--- config.mk ---
export PLATFORM = sky130hd
export DESIGN_NAME = throw_launch_ctl
export DESIGN_NICKNAME = d
export VERILOG_FILES = /design/src/rtl/throw_launch_ctl.sv
export SDC_FILE = /design/constraint.sdc
export NUM_CORES = 1
export LEC_CHECK = 0
export CAP_MARGIN = 20
export CORE_MARGIN = 2
export CORE_UTILIZATION = 65
export CTS_BUF_LIST = sky130_fd_sc_hd__clkbuf_16
export DETAILED_ROUTE_END_ITERATION = 8
export HOLD_SLACK_MARGIN = 0.03
export PLACE_DENSITY = 0.85
export SKIP_CTS_REPAIR_TIMING = 1
export SLEW_MARGIN = 0
export SYNTH_ARGS = -nofsm -noshare
export SYNTH_HDL_FRONTEND = slang
export SYNTH_SLANG_ARGS = --single-unit
--- constraint.sdc ---
create_clock -name clk -period 3.15 [get_ports clk]
set_clock_uncertainty 0.1 [all_clocks]
set_input_delay 0.63 -clock clk [delete_from_list [all_inputs] [get_ports clk]]
set_output_delay 0.63 -clock clk [all_outputs]
set_load 0.05 [all_outputs]
--- src/rtl/throw_launch_ctl.sv ---
// ============================================================================
// Module   : throw_launch_ctl
// Purpose  : Per-player throw launcher. Converts a mouse-button hold into a
//            ping-pong force meter and, on release, drives the enable /
//            throw_force handshake to the trajectory controller until the
//            throw retires, then pulses turn_over.
// Revision : 1.0 - initial release
// ============================================================================
`default_nettype none

module throw_launch_ctl #(
   parameter int CHARGE_DIV     = 65000,
   parameter int FORCE_MIN      = 64,
   parameter int FORCE_MAX      = 1023,
   parameter int LAUNCH_TIMEOUT = 650000000
) (
   input  logic       clk,
   input  logic       rst,
   input  logic       my_turn,
   input  logic       btn,
   input  logic       throw_done,
   input  logic       is_throwing,
   output logic       enable,
   output logic [9:0] throw_force,
   output logic       charging,
   output logic       turn_over
);

   localparam int PW = (CHARGE_DIV > 1) ? $clog2(CHARGE_DIV) : 1;
   localparam int TW = (LAUNCH_TIMEOUT > 1) ? $clog2(LAUNCH_TIMEOUT) : 1;

   localparam logic [9:0]    F_MIN    = 10'(FORCE_MIN);
   localparam logic [9:0]    F_MAX    = 10'(FORCE_MAX);
   localparam logic [PW-1:0] PRE_LAST = PW'(CHARGE_DIV - 1);
   localparam logic [TW-1:0] TO_LAST  = TW'(LAUNCH_TIMEOUT - 1);

   typedef enum logic [2:0] {
      ST_WAIT    = 3'd0,
      ST_ARMED   = 3'd1,
      ST_CHARGE  = 3'd2,
      ST_LAUNCH  = 3'd3,
      ST_RELEASE = 3'd4
   } state_t;

   state_t        state;
   logic          dir_up;
   logic [PW-1:0] prescale;
   logic [TW-1:0] launch_cnt;

   // Flight status is informational only; it never steers the state machine.
   logic unused_is_throwing;
   assign unused_is_throwing = is_throwing;

   // Launch state machine; throw_force doubles as the meter register so the
   // value shown while charging is exactly the value frozen at release.
   always_ff @(posedge clk or posedge rst) begin
      if (rst) begin
         state       <= ST_WAIT;
         dir_up      <= 1'b1;
         prescale    <= '0;
         launch_cnt  <= '0;
         enable      <= 1'b0;
         throw_force <= F_MIN;
         charging    <= 1'b0;
         turn_over   <= 1'b0;
      end else begin
         turn_over <= 1'b0;
         case (state)
            ST_WAIT: begin
               // A button already held at turn start must be released first.
               if (my_turn && !btn) begin
                  state <= ST_ARMED;
               end
            end

            ST_ARMED: begin
               if (!my_turn) begin
                  state <= ST_WAIT;
               end else if (btn) begin
                  state       <= ST_CHARGE;
                  charging    <= 1'b1;
                  throw_force <= F_MIN;
                  dir_up      <= 1'b1;
                  prescale    <= '0;
               end
            end

            ST_CHARGE: begin
               if (!my_turn) begin
                  // Abort: no launch, no turn_over.
                  state       <= ST_WAIT;
                  charging    <= 1'b0;
                  throw_force <= F_MIN;
               end else if (!btn) begin
                  // Release: meter freezes at its current (pre-step) value.
                  state      <= ST_LAUNCH;
                  charging   <= 1'b0;
                  enable     <= 1'b1;
                  launch_cnt <= '0;
               end else if (prescale == PRE_LAST) begin
                  prescale <= '0;
                  if (dir_up) begin
                     if (throw_force == F_MAX) begin
                        dir_up      <= 1'b0;
                        throw_force <= F_MAX - 10'd1;
                     end else begin
                        throw_force <= throw_force + 10'd1;
                     end
                  end else begin
                     if (throw_force == F_MIN) begin
                        dir_up      <= 1'b1;
                        throw_force <= F_MIN + 10'd1;
                     end else begin
                        throw_force <= throw_force - 10'd1;
                     end
                  end
               end else begin
                  prescale <= prescale + PW'(1);
               end
            end

            ST_LAUNCH: begin
               // my_turn is ignored from here on: a started throw completes.
               if (throw_done || (launch_cnt == TO_LAST)) begin
                  state      <= ST_RELEASE;
                  enable     <= 1'b0;
                  launch_cnt <= '0;
               end else begin
                  launch_cnt <= launch_cnt + TW'(1);
               end
            end

            ST_RELEASE: begin
               if (!throw_done) begin
                  state       <= ST_WAIT;
                  turn_over   <= 1'b1;
                  throw_force <= F_MIN;
               end
            end

            default: begin
               state       <= ST_WAIT;
               enable      <= 1'b0;
               charging    <= 1'b0;
               throw_force <= F_MIN;
            end
         endcase
      end
   end

endmodule

`default_nettype wire
== After elaboration in Yosys (flattened, before gate mapping) ==
Cells that the tools add are included.

* Equality and inequality tests: 21
* Bitwise gates (word level): 3
* Muxes and demuxes: 46
* Add/sub/neg operators: 4
* Reductions and logical operators: 16

{| class="wikitable"
|+ Operator list
! operator !! number
|-
| 2-to-1 mux 10 bit || 9
|-
| 2-to-1 mux 30 bit || 3
|-
| 2-to-1 mux 16 bit || 5
|-
| one-hot mux 30 bit (2 select lines) || 1
|-
| one-hot mux 10 bit (4 select lines) || 1
|-
| one-hot mux 16 bit (2 select lines) || 1
|-
| adder 30 x 1 -> 30 bit (second input constant) || 1
|-
| equality test 30 bit (second input constant) || 1
|-
| 2-to-1 mux 3 bit || 7
|-
| != test 2 bit (second input constant) || 9
|-
| adder 16 x 1 -> 16 bit (second input constant) || 1
|-
| equality test 16 bit (second input constant) || 1
|-
| 2-to-1 mux 1 bit || 15
|-
| one-hot mux 3 bit (5 select lines) || 1
|-
| != test 3 bit (second input constant) || 4
|-
| AND reduction 6 bit || 2
|-
| adder 10 x 1 -> 10 bit (second input constant) || 1
|-
| equality test 10 bit (second input constant) || 1
|-
| equality test 10 x 7 -> 1 bit (second input constant) || 1
|-
| AND reduction 5 bit || 2
|-
| subtractor 10 x 1 -> 10 bit (second input constant) || 1
|-
| AND reduction 4 bit || 2
|-
| equality test 3 x 2 -> 1 bit (second input constant) || 2
|-
| one-hot mux 1 bit (3 select lines) || 2
|-
| 12 further kinds || 16
|}

* Logic and storage cells: 98
* Output and inout port bits: 13
* Flip-flop bits (word level): 63

== Depth between registers and ports, before layout ==
* Depth after elaboration: 7
* Mapped depth: 8
* Gate-level depth less buffers: 7

== Worst setup path after synthesis ==
Ideal clock, no wire load.

* Path type: register to register
* From: reg throw_force[0]
* To: reg throw_force[3]
* Path slack: 827 ps
* Data arrival time: 2,102 ps
* Cell stages (with the launch flop): 7
* Setup time: 121 ps
* Cells stage by stage: dfrtp_1 > ha_1 > and3_1 > a41oi_1 > a41oi_1 > a21o_1 > a22o_1

* Longest elaborated chain between the ends: 7
* Elaborated cells between the ends (all ways): 11
* Classes of those cells: add/sub: 2; eq/ne: 2; mux: 7

{| class="wikitable"
|+ RTL lines
! item !! line !! RTL
|-
| start: declaration || 24 || <nowiki>output logic [9:0] throw_force,</nowiki>
|-
| start signal: assignment || 105 || <nowiki>throw_force <= F_MAX - 10'd1;</nowiki>
|-
| start signal: assignment || 107 || <nowiki>throw_force <= throw_force + 10'd1;</nowiki>
|-
| start signal: assignment || 112 || <nowiki>throw_force <= F_MIN + 10'd1;</nowiki>
|-
| subtractor 10 x 1 -> 10 bit (tied with other cells) || 114 || <nowiki>throw_force <= throw_force - 10'd1;</nowiki>
|-
| 2-to-1 mux 10 bit, on equally long branches || 110, 103 ||
|-
| 2-to-1 mux 10 bit (*) || 102 || <nowiki>if (dir_up) begin</nowiki>
|-
| 2-to-1 mux 10 bit (*) || 100 || <nowiki>end else if (prescale == PRE_LAST) begin</nowiki>
|-
| 2-to-1 mux 10 bit (*) || 94 || <nowiki>end else if (!btn) begin</nowiki>
|-
| 2-to-1 mux 10 bit (*) || 89 || <nowiki>if (!my_turn) begin</nowiki>
|-
| one-hot mux 10 bit (4 select lines) (*) || 68 || <nowiki>case (state)</nowiki>
|}

Mark *: on every way between the ends. The rest lies on a longest branch, timed or not. The select of a mux whose other input is x is not followed.
A chain may end at the register's enable or synchronous reset.

== Worst setup path after layout ==
* From: reg throw_force[2]
* To: out throw_force[2]

No word-level cell between the ends.

==> flow_summary_export.csv <==
group,metric,value,unit
logic_synthesis,synthesis.nets,442,
floorplanning,placement_rows,27,
power_and_ir_drop,leakage,1.80,nW
global_routing,antenna_found_initial,0,
floorplanning,dieHeight,80.2,µm
floorplanning,chipWidth,80.2,µm
logic_synthesis,synth_edf_count,0,
logic_synthesis,synthTopCellsByArea,"dfrtp_1 (40%), xnor2_1 (5.8%), nor2_1 (5.3%)",
cts,clk_pin_slew,50,ps
sta,worst_pin_slew,701,ps
worst_setup_path,crit_slowest_cell,"clkdlybuf4s50_1",
floorplanning,dieArea,6440,µm²
logic_synthesis,syn_area,3780,µm²
cts,htree_levels,3,
logic_synthesis,synth_ff_type,"dfrtp_1",
global_routing,grt_pass1_vias,3137,
detailed_routing,wl_per_cell,16.1,µm
sta,hold_viol_final,0,
power_and_ir_drop,power_density,440,nW/µm²
cells_and_area,final_nets,458,
detailed_routing,routed_wl,8440,µm
floorplanning,start_util,67.8,%
logic_synthesis,ys_warn_count,0,
sta,setup_viol,0,
sta,fmax,396,MHz
global_routing,grtUsageMet2,47.3,%
global_routing,use_met3,6.63,%
logic_synthesis,avgSynthCellArea,8.76,µm²
worst_setup_path,startpoint_type,"flip-flop",
place,dp_hpwl,5600,µm
logic_synthesis,ys_seq_area_share,41.8,%
cts,cts_tree,"built",
worst_setup_path,worstPathCellList,"clkdlybuf4s50_1",
cts,cts.sinks,63,
sta,finalCriticalPeriod,2520,ps
logic_synthesis,yosysMostFrequentCell,"dfrtp_1",
detailed_routing,via_count,3376,
logic_synthesis,ys_ff_latch,63,
detailed_routing,final_antenna_net_count,0,
logic_synthesis,synthArstFlopShare,100,%
detailed_routing,drc,0,
global_routing,grt_pass1_wl,14800,µm
sta,period_share,80.1,%
worst_setup_path,cpPeakStageDelay,880,ps
cts,insertion_delay,330,ps
worst_setup_path,cp_data_required_time,2420,ps
logic_synthesis,synth_largest_area_cell,"dfrtp_1",
sta,rsz0062_at_grt,"no",
worst_setup_path,critPathTopFamily,"buffers and inverters",
detailed_routing,drt_pass1_iterations,5,
cts,cts_buffer_depth,2,
cts,root_buffer,"clkbuf_16",
global_routing,grt_overflow,0,
power_and_ir_drop,ir_drop,0.377,mV
worst_setup_path,worstSetupPathType,"reg2out",
logic_synthesis,synthCells,431,
sta,relSlewSlack,52.9,%
floorplanning,core,5570,µm²
sta,drv_slew,0,
logic_synthesis,synth_top_area_share,40.4,%
worst_setup_path,arrival,1790,ps
global_routing,busiest_layer,"met2",
logic_synthesis,synthTopCellsByCount,"dfrtp_1 (61), nor2_1 (53), nand2_1 (46)",
outcome,status,"finished clean",
worst_setup_path,cp_max_fo,14,
detailed_routing,via_per_inst,6.44,
place,gp_congestion,0.979,
cells_and_area,antenna_cells,0,
place,port_buffers,17,
cts,numCtsBuffers,9,
floorplanning,pin_count,19,
logic_synthesis,ys_types,64,
sta,whs,420,ps
worst_hold_path,hold_path_class,"reg2reg",
flow_run,maxCapViolations,0,
global_routing,grtUsageMet1,38.8,%
worst_setup_path,cp-end-kind,"output pin",
sta,tns,0,ps
power_and_ir_drop,total_power,1.87,mW
worst_setup_path,path_buf_inv,1,
global_routing,grt_max_degree,28,
global_routing,track_usage,29.4,%
cells_and_area,area_growth,12.7,%
detailed_routing,drtIter0Drc,297,
cells_and_area,final_core_util,76.4,%
cells_and_area,drive_gt1_share,8.41,%
[cells in the final DEF (no fill, tap or decap), drive strengths merged, types with 3 or more instances in the layout]
cell and count:
nand2b 4, a21o 5, nor2b 5, buf 8, or3 3, inv 17
nand4 10, nand4b 4, nor3b 3, o221ai 5, clkbuf 9, clkdlybuf4s50 17
a21oi 7, or2 4, xor2 8, xnor2 25, a31oi 8, dfrtp 61
a41oi 3, ha 5, o31ai 5, clkinv 6, nand2 46, o2111ai 3
o21ai 30, nor2 53, and3 8, and4 4, nand3 23, nor3 20
nor4 12
[registers in the layout, indices dropped and copies added, names as in the netlist]
register and flops:
charging 1, prescale 16, dir_up 1, throw_force 10, state 3, launch_cnt 30, turn_over 1, enable 1
[power by group]
part / switching (mW) / internal (mW) / total (mW)
registers: 0.0232 / 0.830 / 0.853
clock network: 0.348 / 0.518 / 0.866
logic: 0.103 / 0.0518 / 0.155
total: 0.474 / 1.40 / 1.87
[per-layer routing]
| metal | share of wire (%) | wire, µm |
|---|---|---|
| met3 | 6.5 | 548 |
| met1 | 43 | 3660 |
| met2 | 47 | 4010 |
| met4 | 2.6 | 221 |
| met5 | 0 | 0 |
[stage by stage]
step / area (µm²) / setup WS [ps] / std cells
3_5_place_dp: 4000 / 374 / 508
4_1_cts: 4260 / 640 / 524
5_1_grt: 4260 / 444 / 524
6_report: 4260 / 626 / 524
3_3_place_gp: 4000 / 377 / 508
2_1_floorplan: 3780 / 827 / 431
[area by class of cell]
cell class              instances  area (µm²)
repair buffers                 25         230
fillers                       394        1320
clock buffers                   9         225
multi-input cells             332        2040
inverters                      16        60.1
well taps                      72        90.1
clock inverters                 7        32.5
flip-flops and latches         63        1580
[path summary, 6_finish.rpt]
path	from	end	slack (ps)	depth (start not counted)
max	throw_force[2]$_DFFE_PP0P_	throw_force[2]	630	1
min	prescale[6]$_DFFE_PP0P_	prescale[6]$_DFFE_PP0P_	420	1
min in group asynchronous	rst	launch_cnt[19]$_DFFE_PP0P_	570	2
min reg2reg	prescale[6]$_DFFE_PP0P_	prescale[6]$_DFFE_PP0P_	420	1
max in group asynchronous	rst	throw_force[6]$_DFFE_PP1P_	1640	3
max reg2reg	prescale[0]$_DFFE_PP0P_	throw_force[2]$_DFFE_PP0P_	650	7
[cells by family (layout without fill, tap and decap cells)]
family                     count (synthesis)  after routing  share of synthesized area (%)
AOI/OAI and AO/OA                         82             82                           14.6
xor gates and xnor gates                  33             33                           7.65
buffers and inverters                     36             57                           4.21
muxes                                      1              1                          0.265
DFF                                       63             63                           41.8
and+or+nand+nor                          211            211                           29.8
adders and majority gates                  5              5                           1.66
[worst reg2reg max path: stages (launching register included)]
cell	delay [ps]
dfrtp_1	400
ha_1	270
nand4b_1	160
or4_1	610
nor3_2	470
buf_4	230
o221ai_1	120
nand2_1	90
Note: power is estimated with default switching activity, not from simulation.
